### config.mk
export PLATFORM = sky130hd
export DESIGN_NAME = exec_alu_div
export DESIGN_NICKNAME = d
export VERILOG_FILES = /design/src/rtl/exec_alu_div.sv
export SDC_FILE = /design/constraint.sdc
export NUM_CORES = 1
export LEC_CHECK = 0
export ABC_AREA = 1
export ABC_CLOCK_PERIOD_IN_PS = 4900
export CORE_MARGIN = 8
export CORE_UTILIZATION = 60
export DETAILED_ROUTE_END_ITERATION = 7
export HOLD_SLACK_MARGIN = 0.02
export PLACE_DENSITY_LB_ADDON = 0.12
export SLEW_MARGIN = 10
export SYNTH_ARGS = -nofsm -noshare
export SYNTH_HDL_FRONTEND = slang
export SYNTH_SLANG_ARGS = --single-unit
### constraint.sdc
create_clock -name clk -period 4.9 [get_ports clk]
set_input_delay 1.225 -clock clk [delete_from_list [all_inputs] [get_ports clk]]
set_output_delay 1.225 -clock clk [all_outputs]
set_load 0.03 [all_outputs]
### src/rtl/exec_alu_div.sv
// rtl/exec_alu_div.sv - integer execute stage with valid/ready handshake and multi-cycle radix-2 divider
module exec_alu_div #(
  parameter int W  = 32,
  parameter int RA = 5
) (
  input  logic          clk,
  input  logic          rst,
  input  logic          in_valid,
  output logic          in_ready,
  input  logic [2:0]    op,
  input  logic [W-1:0]  a,
  input  logic [W-1:0]  b,
  input  logic          cin,
  input  logic [RA-1:0] dst,
  input  logic [RA-1:0] dst2,
  output logic          out_valid,
  output logic          wr_en,
  output logic [RA-1:0] wr_addr,
  output logic [W-1:0]  wr_data,
  output logic          wr2_en,
  output logic [RA-1:0] wr2_addr,
  output logic [W-1:0]  wr2_data,
  output logic [3:0]    flag_we,
  output logic [3:0]    flags
);

  localparam int CW = $clog2(W + 1);
  localparam logic [W-1:0] MIN_NEG  = {1'b1, {(W-1){1'b0}}};
  localparam logic [W-1:0] ALL_ONES = {W{1'b1}};

  typedef enum logic [2:0] {IDLE, ALU_OUT, DIV_RUN, DIV_FIX, DIV_OUT} state_t;

  state_t        state;
  logic          accept;
  logic          is_div;

  // ALU result path
  logic [W:0]    sum_ext;
  logic [W:0]    dif_ext;
  logic [W-1:0]  alu_r;
  logic          alu_cy;
  logic          alu_ov;
  logic [3:0]    alu_we;

  // divider state: quotient shifts in from the bottom while dividend shifts out the top
  logic [W-1:0]  div_q;
  logic [W-1:0]  div_r;
  logic [W-1:0]  divisor;
  logic [CW-1:0] cnt;
  logic          neg_q;
  logic          neg_r;
  logic          div_zero;
  logic          div_ovf;
  logic [RA-1:0] d_dst;
  logic [RA-1:0] d_dst2;

  logic [W-1:0]  a_mag;
  logic [W-1:0]  b_mag;
  logic [W:0]    rem_sh;
  logic [W:0]    trial;
  logic [W-1:0]  q_fin;
  logic [W-1:0]  r_fin;

  assign in_ready = (state == IDLE) || (state == ALU_OUT);
  assign accept   = in_valid && in_ready;
  assign is_div   = (op[2:1] == 2'b11);

  assign sum_ext = {1'b0, b} + {1'b0, a} + {{W{1'b0}}, (op == 3'd1) & cin};
  assign dif_ext = {1'b0, b} - {1'b0, a};

  // only DIV (signed) takes magnitudes; DIVU passes operands through
  assign a_mag = ((op == 3'd6) && a[W-1]) ? ({W{1'b0}} - a) : a;
  assign b_mag = ((op == 3'd6) && b[W-1]) ? ({W{1'b0}} - b) : b;

  // restoring step: partial remainder always stays below divisor, so W+1 bits suffice
  assign rem_sh = {div_r, div_q[W-1]};
  assign trial  = rem_sh - {1'b0, divisor};

  assign q_fin = neg_q ? ({W{1'b0}} - div_q) : div_q;
  assign r_fin = neg_r ? ({W{1'b0}} - div_r) : div_r;

  // single-cycle ALU result and flags for ops 0-5
  always_comb begin
    alu_r  = '0;
    alu_cy = 1'b0;
    alu_ov = 1'b0;
    alu_we = 4'b0000;
    case (op)
      3'd0, 3'd1: begin
        alu_r  = sum_ext[W-1:0];
        alu_cy = sum_ext[W];
        alu_ov = (a[W-1] == b[W-1]) && (alu_r[W-1] != a[W-1]);
        alu_we = 4'b1111;
      end
      3'd2: begin
        alu_r  = dif_ext[W-1:0];
        alu_cy = dif_ext[W];
        alu_ov = (a[W-1] != b[W-1]) && (alu_r[W-1] != b[W-1]);
        alu_we = 4'b1111;
      end
      3'd3: begin
        alu_r  = b & a;
        alu_we = 4'b0111;
      end
      3'd4: begin
        alu_r  = b | a;
        alu_we = 4'b0111;
      end
      3'd5: begin
        alu_r  = b ^ a;
        alu_we = 4'b0111;
      end
      default: begin
        alu_r  = '0;
        alu_we = 4'b0000;
      end
    endcase
  end

  // control FSM, divider datapath and registered writeback outputs
  always_ff @(posedge clk) begin
    if (rst) begin
      state     <= IDLE;
      out_valid <= 1'b0;
      wr_en     <= 1'b0;
      wr_addr   <= '0;
      wr_data   <= '0;
      wr2_en    <= 1'b0;
      wr2_addr  <= '0;
      wr2_data  <= '0;
      flag_we   <= 4'b0000;
      flags     <= 4'b0000;
      div_q     <= '0;
      div_r     <= '0;
      divisor   <= '0;
      cnt       <= '0;
      neg_q     <= 1'b0;
      neg_r     <= 1'b0;
      div_zero  <= 1'b0;
      div_ovf   <= 1'b0;
      d_dst     <= '0;
      d_dst2    <= '0;
    end else begin
      out_valid <= 1'b0;
      wr_en     <= 1'b0;
      wr2_en    <= 1'b0;
      flag_we   <= 4'b0000;
      case (state)
        IDLE, ALU_OUT: begin
          if (accept && is_div) begin
            div_q    <= b_mag;
            div_r    <= '0;
            divisor  <= a_mag;
            cnt      <= CW'(W);
            neg_q    <= (op == 3'd6) && (a[W-1] ^ b[W-1]);
            neg_r    <= (op == 3'd6) && b[W-1];
            div_zero <= (a == '0);
            div_ovf  <= (op == 3'd6) && (b == MIN_NEG) && (a == ALL_ONES);
            d_dst    <= dst;
            d_dst2   <= dst2;
            state    <= DIV_RUN;
          end else if (accept) begin
            out_valid <= 1'b1;
            wr_en     <= (dst != '0);
            wr_addr   <= dst;
            wr_data   <= alu_r;
            wr2_addr  <= '0;
            flag_we   <= alu_we;
            flags     <= {alu_cy, alu_ov, alu_r[W-1], (alu_r == '0)};
            state     <= ALU_OUT;
          end else begin
            state <= IDLE;
          end
        end
        DIV_RUN: begin
          if (!trial[W]) begin
            div_r <= trial[W-1:0];
            div_q <= {div_q[W-2:0], 1'b1};
          end else begin
            div_r <= rem_sh[W-1:0];
            div_q <= {div_q[W-2:0], 1'b0};
          end
          cnt <= cnt - CW'(1);
          if (cnt == CW'(1)) begin
            state <= DIV_FIX;
          end
        end
        DIV_FIX: begin
          out_valid <= 1'b1;
          wr_addr   <= d_dst;
          wr2_addr  <= d_dst2;
          if (div_zero) begin
            flag_we <= 4'b0100;
            flags   <= 4'b0100;
          end else if (div_ovf) begin
            wr_en    <= (d_dst != '0);
            wr2_en   <= (d_dst2 != '0) && (d_dst2 != d_dst);
            wr_data  <= MIN_NEG;
            wr2_data <= '0;
            flag_we  <= 4'b0111;
            flags    <= 4'b0110;
          end else begin
            wr_en    <= (d_dst != '0);
            wr2_en   <= (d_dst2 != '0) && (d_dst2 != d_dst);
            wr_data  <= q_fin;
            wr2_data <= r_fin;
            flag_we  <= 4'b0111;
            flags    <= {2'b00, q_fin[W-1], (q_fin == '0)};
          end
          state <= DIV_OUT;
        end
        DIV_OUT: begin
          state <= IDLE;
        end
        default: begin
          state <= IDLE;
        end
      endcase
    end
  end

endmodule

### Yosys cells after proc, flatten, opt, wreduce, memory -nomap -nowiden

Cells that the tools add are included.

| storage, ports and cells | value |
|---|---|
| logic and storage cells | 138 |
| register bits after elaboration | 204 |
| ROM bits | 0 |
| latch bits | 0 |
| RAM bits | 0 |
| output and inout port bits | 86 |
| memories | 0 |

| cells by class | value |
|---|---|
| add/subtract/negate cells | 9 |
| equality and inequality tests | 23 |
| multipliers | 0 |
| order comparisons | 0 |
| bitwise logic cells | 7 |
| shift-type cells | 0 |
| div/mod/pow operators | 0 |
| reduce and logical (&&, ||, !) cells | 31 |
| multiplexer cells | 48 |

Operator list:

| operator | count |
|---|---|
| $mux 32 | 12 |
| $pmux 32 s2 | 3 |
| $pmux 32 s5 | 1 |
| $sub 1x32->32 const A | 4 |
| $logic_not 32->1 | 3 |
| $eq 32x32->1 const B | 2 |
| $add 32x32->33 | 1 |
| $add 33x1->33 | 1 |
| $sub 32x32->33 | 1 |
| $sub 33x32->33 | 1 |
| $and 32x32->32 | 1 |
| $or 32x32->32 | 1 |
| $xor 32x32->32 | 1 |
| $pmux 4 s2 | 3 |
| $mux 5 | 4 |
| $pmux 5 s2 | 2 |
| $mux 4 | 4 |
| $reduce_bool 5->1 | 3 |
| $eq 3x2->1 const B | 4 |
| $pmux 6 s2 | 1 |
| $logic_and 1x1->1 | 10 |
| $ne 2x2->1 const B | 5 |
| $eq 3x3->1 const B | 3 |
| $mux 3 | 3 |
| 23 further kinds | 44 |

### Longest topological paths before layout

| depth | value |
|---|---|
| depth in word-level cells | 9 |
| mapped depth | 24 |
| mapped depth without buffers | 21 |

### Worst setup path after synthesis

OpenSTA, ideal clock, no wires.

| timing path | value |
|---|---|
| kind | in2reg |
| from | in op[2] |
| to | reg flags[0] |
| buffers on the path | 3 |
| slack | 0.650 ns |
| required time | 4.830 ns |
| arrival time | 4.180 ns |
| stages on the path | 24 |
| cell sequence | buf_4 > nor2_1 > buf_2 > buf_1 > nand3_1 > fa_1 > fa_1 > inv_1 > nand3_1 > nand2_1 > nand2_1 > nand2_1 > nand2_1 > nand2_1 > nand2_1 > nand2_1 > nand2_1 > nand3_1 > nand3_1 > nor2_1 > nand2_1 > nor2_1 > nand3_1 > a21oi_1 |

| on the way | value |
|---|---|
| cells in the longest elaborated chain, start to end | 8 |

Ends and longest elaborated chain:

| what | line | text |
|---|---|---|
| from (decl) | 10 | `input logic [2:0] op,` |
| $eq 3x1->1 | 68, 88 |  |
| $and 1x1->1 | 68 | `assign sum_ext = {1'b0, b} + {1'b0, a} + {{W{1'b0}}, (op == 3'd1) & cin};` |
| $add 33x1->33 | 68 |  |
| $pmux 32 s5 | 88 | `case (op)` |
| $logic_not 32->1 | 169 | `flags <= {alu_cy, alu_ov, alu_r[W-1], (alu_r == '0)};` |
| $mux 4 | 162 | `end else if (accept) begin` |
| $mux 4 | 150 | `if (accept && is_div) begin` |
| $pmux 4 s2 | 148 | `case (state)` |
| to (signal assigned) | 169 |  |
| to (signal assigned) | 208 | `flags <= {2'b00, q_fin[W-1], (q_fin == '0)};` |
| to (decl) | 24 | `output logic [3:0] flags` |

Parallel ways exist; a longest one is shown, timed or not. The select of a mux whose other input is x is not followed.
A chain may end at the register's enable or synchronous reset.

### Worst setup path in the final report

Same ends and word-level chain as after synthesis.

==> reports/qor.txt <==
number of maximum-capacitance constraint violations - 0
top fanout value on the critical path - 5
fraction of layout cells with a size suffix above 1 - 6.674%
global-route total usage across every layer - 41.00%
unique cell type count in the Yosys netlist - 63
sequential share of the synthesized area - 20.18%
number of max-slew violations in the final report - 0
floorplan row count - 67
Num Clock Sinks - 203
setup-violating endpoint count in the final report - 0
drt wl/cell - 21.15 um
final critical-path required period - 4.165 ns
setup repair after global routing missed its margin - no
critical hold path startpoint - wr2_data[12]
synthesis-stage register bit count - 203
async set or reset register ratio after synthesis - 0%
critical path capture point type - register
top cell type's share of synthesized area - 20.18%
top post-synthesis cells by area - sky130_fd_sc_hd__dfxtp_1 (20%), sky130_fd_sc_hd__nand2_1 (16%), sky130_fd_sc_hd__ha_1 (9.4%)
pin count of the biggest net entering global routing - 87
hold-fix buffer count after cts - 0
count of unresolved DRC violations after routing - 0
number of buffers inserted to repair setup after CTS - 0
CTS Root Buffer Type - sky130_fd_sc_hd__clkbuf_16
antenna violations before repair - 3
vias in the first global route - 23447
area growth from synthesis to final layout - 15.02%
crit path from - op[2]
leading post-synthesis cells by instance count - sky130_fd_sc_hd__nand2_1 (844), sky130_fd_sc_hd__inv_1 (469), sky130_fd_sc_hd__nor2_1 (338)
length of the first detailed-routing pass in iterations - 8
headroom to the max-slew limit - 32.21%
highest ir drop seen on vdd - 0.0002434 V
Final Hold Violating Endpoints - 0
clock buffer depth - 3
worst setup slack after layout - 0.7350 ns
TritonCTS clock tree - done
mapped cell area - 20140 sq um
die outline area - 39690 sq um
buffers added on ports - 166
global-route wire length before repair - 127600 um
Post-Syn Area per Cell - 5.981 sq um
class of the most critical setup path - primary input to register
area inside the core boundary - 33280 sq um
sum of net half-perimeters after detailed placement - 65880 um
final global-route overflow total - 0
most instantiated flip-flop cell in the synthesis netlist - sky130_fd_sc_hd__dfxtp_1
EDFF count, synth - 0
FF-to-FF Start - div_q[31]
Worst Path Required - 5.41 ns
biggest area consumer among synthesized cells - sky130_fd_sc_hd__dfxtp_1
htree depth - 1
power density normalized to cell area - 266.8 nW/um^2
starting density of the core - 60.52%
Final GP Congestion - 1.105
transition time of the tightest slew-check pin - 1.017 ns
post-cts gate resize count - 0
top achievable clock speed - 0.2401 GHz
most used standard cell by instance count after synthesis - sky130_fd_sc_hd__nand2_1
post-synth net total - 3604
worst min-delay path category - register to register
DR vias - 24246
drt initial violations - 2881
Die Y - 199.2 um
DRT antenna net count - 0
vias per cell - 6.106
clock-pin slew of the registers on the worst-case setup and hold paths - 0.07 ns
leakage - 10.90 nW
result of the run - finished clean
number of standard cells after synthesis - 3368
post-route fraction of the period consumed by the critical path - 85.00%
Die Wd - 199.2 um
startpoint kind of the worst setup timing path - primary input
Design Power - 6.181 mW
routed wire length - 83980 um
io pins - 167
setup TNS - 0 ns
Post-Place Setup Slack - 0.3280 ns
Worst Skew - 0.03440 ns
number of nets in the layout - 3740
total of warnings raised by yosys - 0
clock latency reported for the late side of the worst-skew pair - 0.57 ns
number of CTS-inserted buffers - 24
arrival time of the worst setup path - 4.67 ns
-- flip-flops by register name, summed over array words and instances (netlist names) --
name,count
neg_r,1
wr_data,32
div_zero,1
wr_en,1
cnt,6
wr2_data,32
div_ovf,1
wr2_en,1
out_valid,1
flag_we,3
wr2_addr,5
flags,4
wr_addr,5
divisor,32
div_r,32
neg_q,1
state,3
d_dst,5
d_dst2,5
div_q,32
-- layout by cell type (no fill, tap or decap), drive strengths merged, types with 2 or more instances in the layout --
cell type      netlist  routed
xnor2               14      14
o211ai              35      35
nor3b                2       2
o221ai              11      11
nand3b              13      13
nor2               357     357
clkdlybuf4s50        0     165
clkinv               6      12
nand2              856     856
inv                490     492
o21bai              12      12
fa                   4       4
bufinv               0       4
buf                 59      78
o31ai                6       6
a31oi               52      52
diode                0       2
o21ai              200     200
dfxtp              203     203
a211oi               2       2
a21boi               3       3
xor2                78      78
or2                 11      11
nand4               48      48
ha                 151     151
nor4                23      23
nor3                37      37
o22ai               25      25
a21o                 4       4
a221oi              12      12
and2                 5       5
a21oi              289     289
nand3              277     277
clkbuf              74      30
-- worst max-delay path, cell delays in order --
cell and delay [ns]:
sky130_fd_sc_hd__clkdlybuf4s50_1 0.46, sky130_fd_sc_hd__nor2_2 0.17, sky130_fd_sc_hd__nand3_1 0.11, sky130_fd_sc_hd__fa_1 0.43
sky130_fd_sc_hd__fa_1 0.41, sky130_fd_sc_hd__inv_1 0.12, sky130_fd_sc_hd__nand3_1 0.10, sky130_fd_sc_hd__nand2_1 0.14
sky130_fd_sc_hd__nand2_1 0.06, sky130_fd_sc_hd__nand2_1 0.16, sky130_fd_sc_hd__o21ai_0 0.10, sky130_fd_sc_hd__o21ai_0 0.29
sky130_fd_sc_hd__nand3_1 0.12, sky130_fd_sc_hd__nor2_1 0.19, sky130_fd_sc_hd__nand4_1 0.18, sky130_fd_sc_hd__nor2_1 0.18
sky130_fd_sc_hd__nand3_1 0.09, sky130_fd_sc_hd__a21oi_1 0.12
-- final cells by class --
| cell class | instances | area, sq um |
|---|---|---|
| Timing Repair Buffer | 243 | 2237 |
| Antenna cell | 2 | 5.005 |
| Clock buffer | 30 | 653.1 |
| Multi-Input combinational cell | 2536 | 13600 |
| Sequential cell | 203 | 4064 |
| Tap cell | 448 | 560.5 |
| Clock inverter | 13 | 190.2 |
| Inverter | 496 | 1863 |
| Fill cell | 2912 | 10110 |
-- logic make-up after synthesis --
| group | count (synthesis) | share of synthesized area, % |
|---|---|---|
| flip-flops | 203 | 20.18 |
| adder cells (fa/ha/maj) | 155 | 9.777 |
| buffers and inverters | 629 | 12.43 |
| AO/OA/AOI/OAI | 656 | 18.62 |
| AND/OR/NAND/NOR | 1633 | 35.00 |
| XOR/XNOR | 92 | 4.000 |
-- path summary, 6_finish.rpt --
check	to	slack (ns)	cells past startpoint
setup / recovery	flags[0]	0.74	18
hold / removal	wr2_data[12]	0.46	2
setup reg to reg	div_r[2]	1.37	19
hold reg to reg	wr2_data[12]	0.46	2
-- metal layers --
metal	global-route usage, %	share of wire [%]	wire length [um]
met4	28.79	7.7	6436
met2	68.18	45	38210
met5	0	0.011	9
met3	8.151	11	9362
met1	46.85	36	29970
-- through the flow --
stage	utilization (%)	hold WS [ns]	std cells	instance area, sq um
after CTS	69.60	0.4637	3969	23160
after detailed placement	67.07	0.4542	3926	22320
after global placement	67.07	0.4510	3926	22320
after floorplan	-	0.4522	3368	20140
final	69.62	0.4622	3971	23170
after global routing	69.62	0.4883	3971	23170
-- report_power, final --
part	total [mW]	internal, mW	leakage (nW)	switching (mW)
Combinational	2.43	0.762	8.83	1.67
Clock	1.94	1.16	0.413	0.779
Sequential	1.81	1.73	1.65	0.0825
No activity file was read; power rests on OpenSTA's default activity.
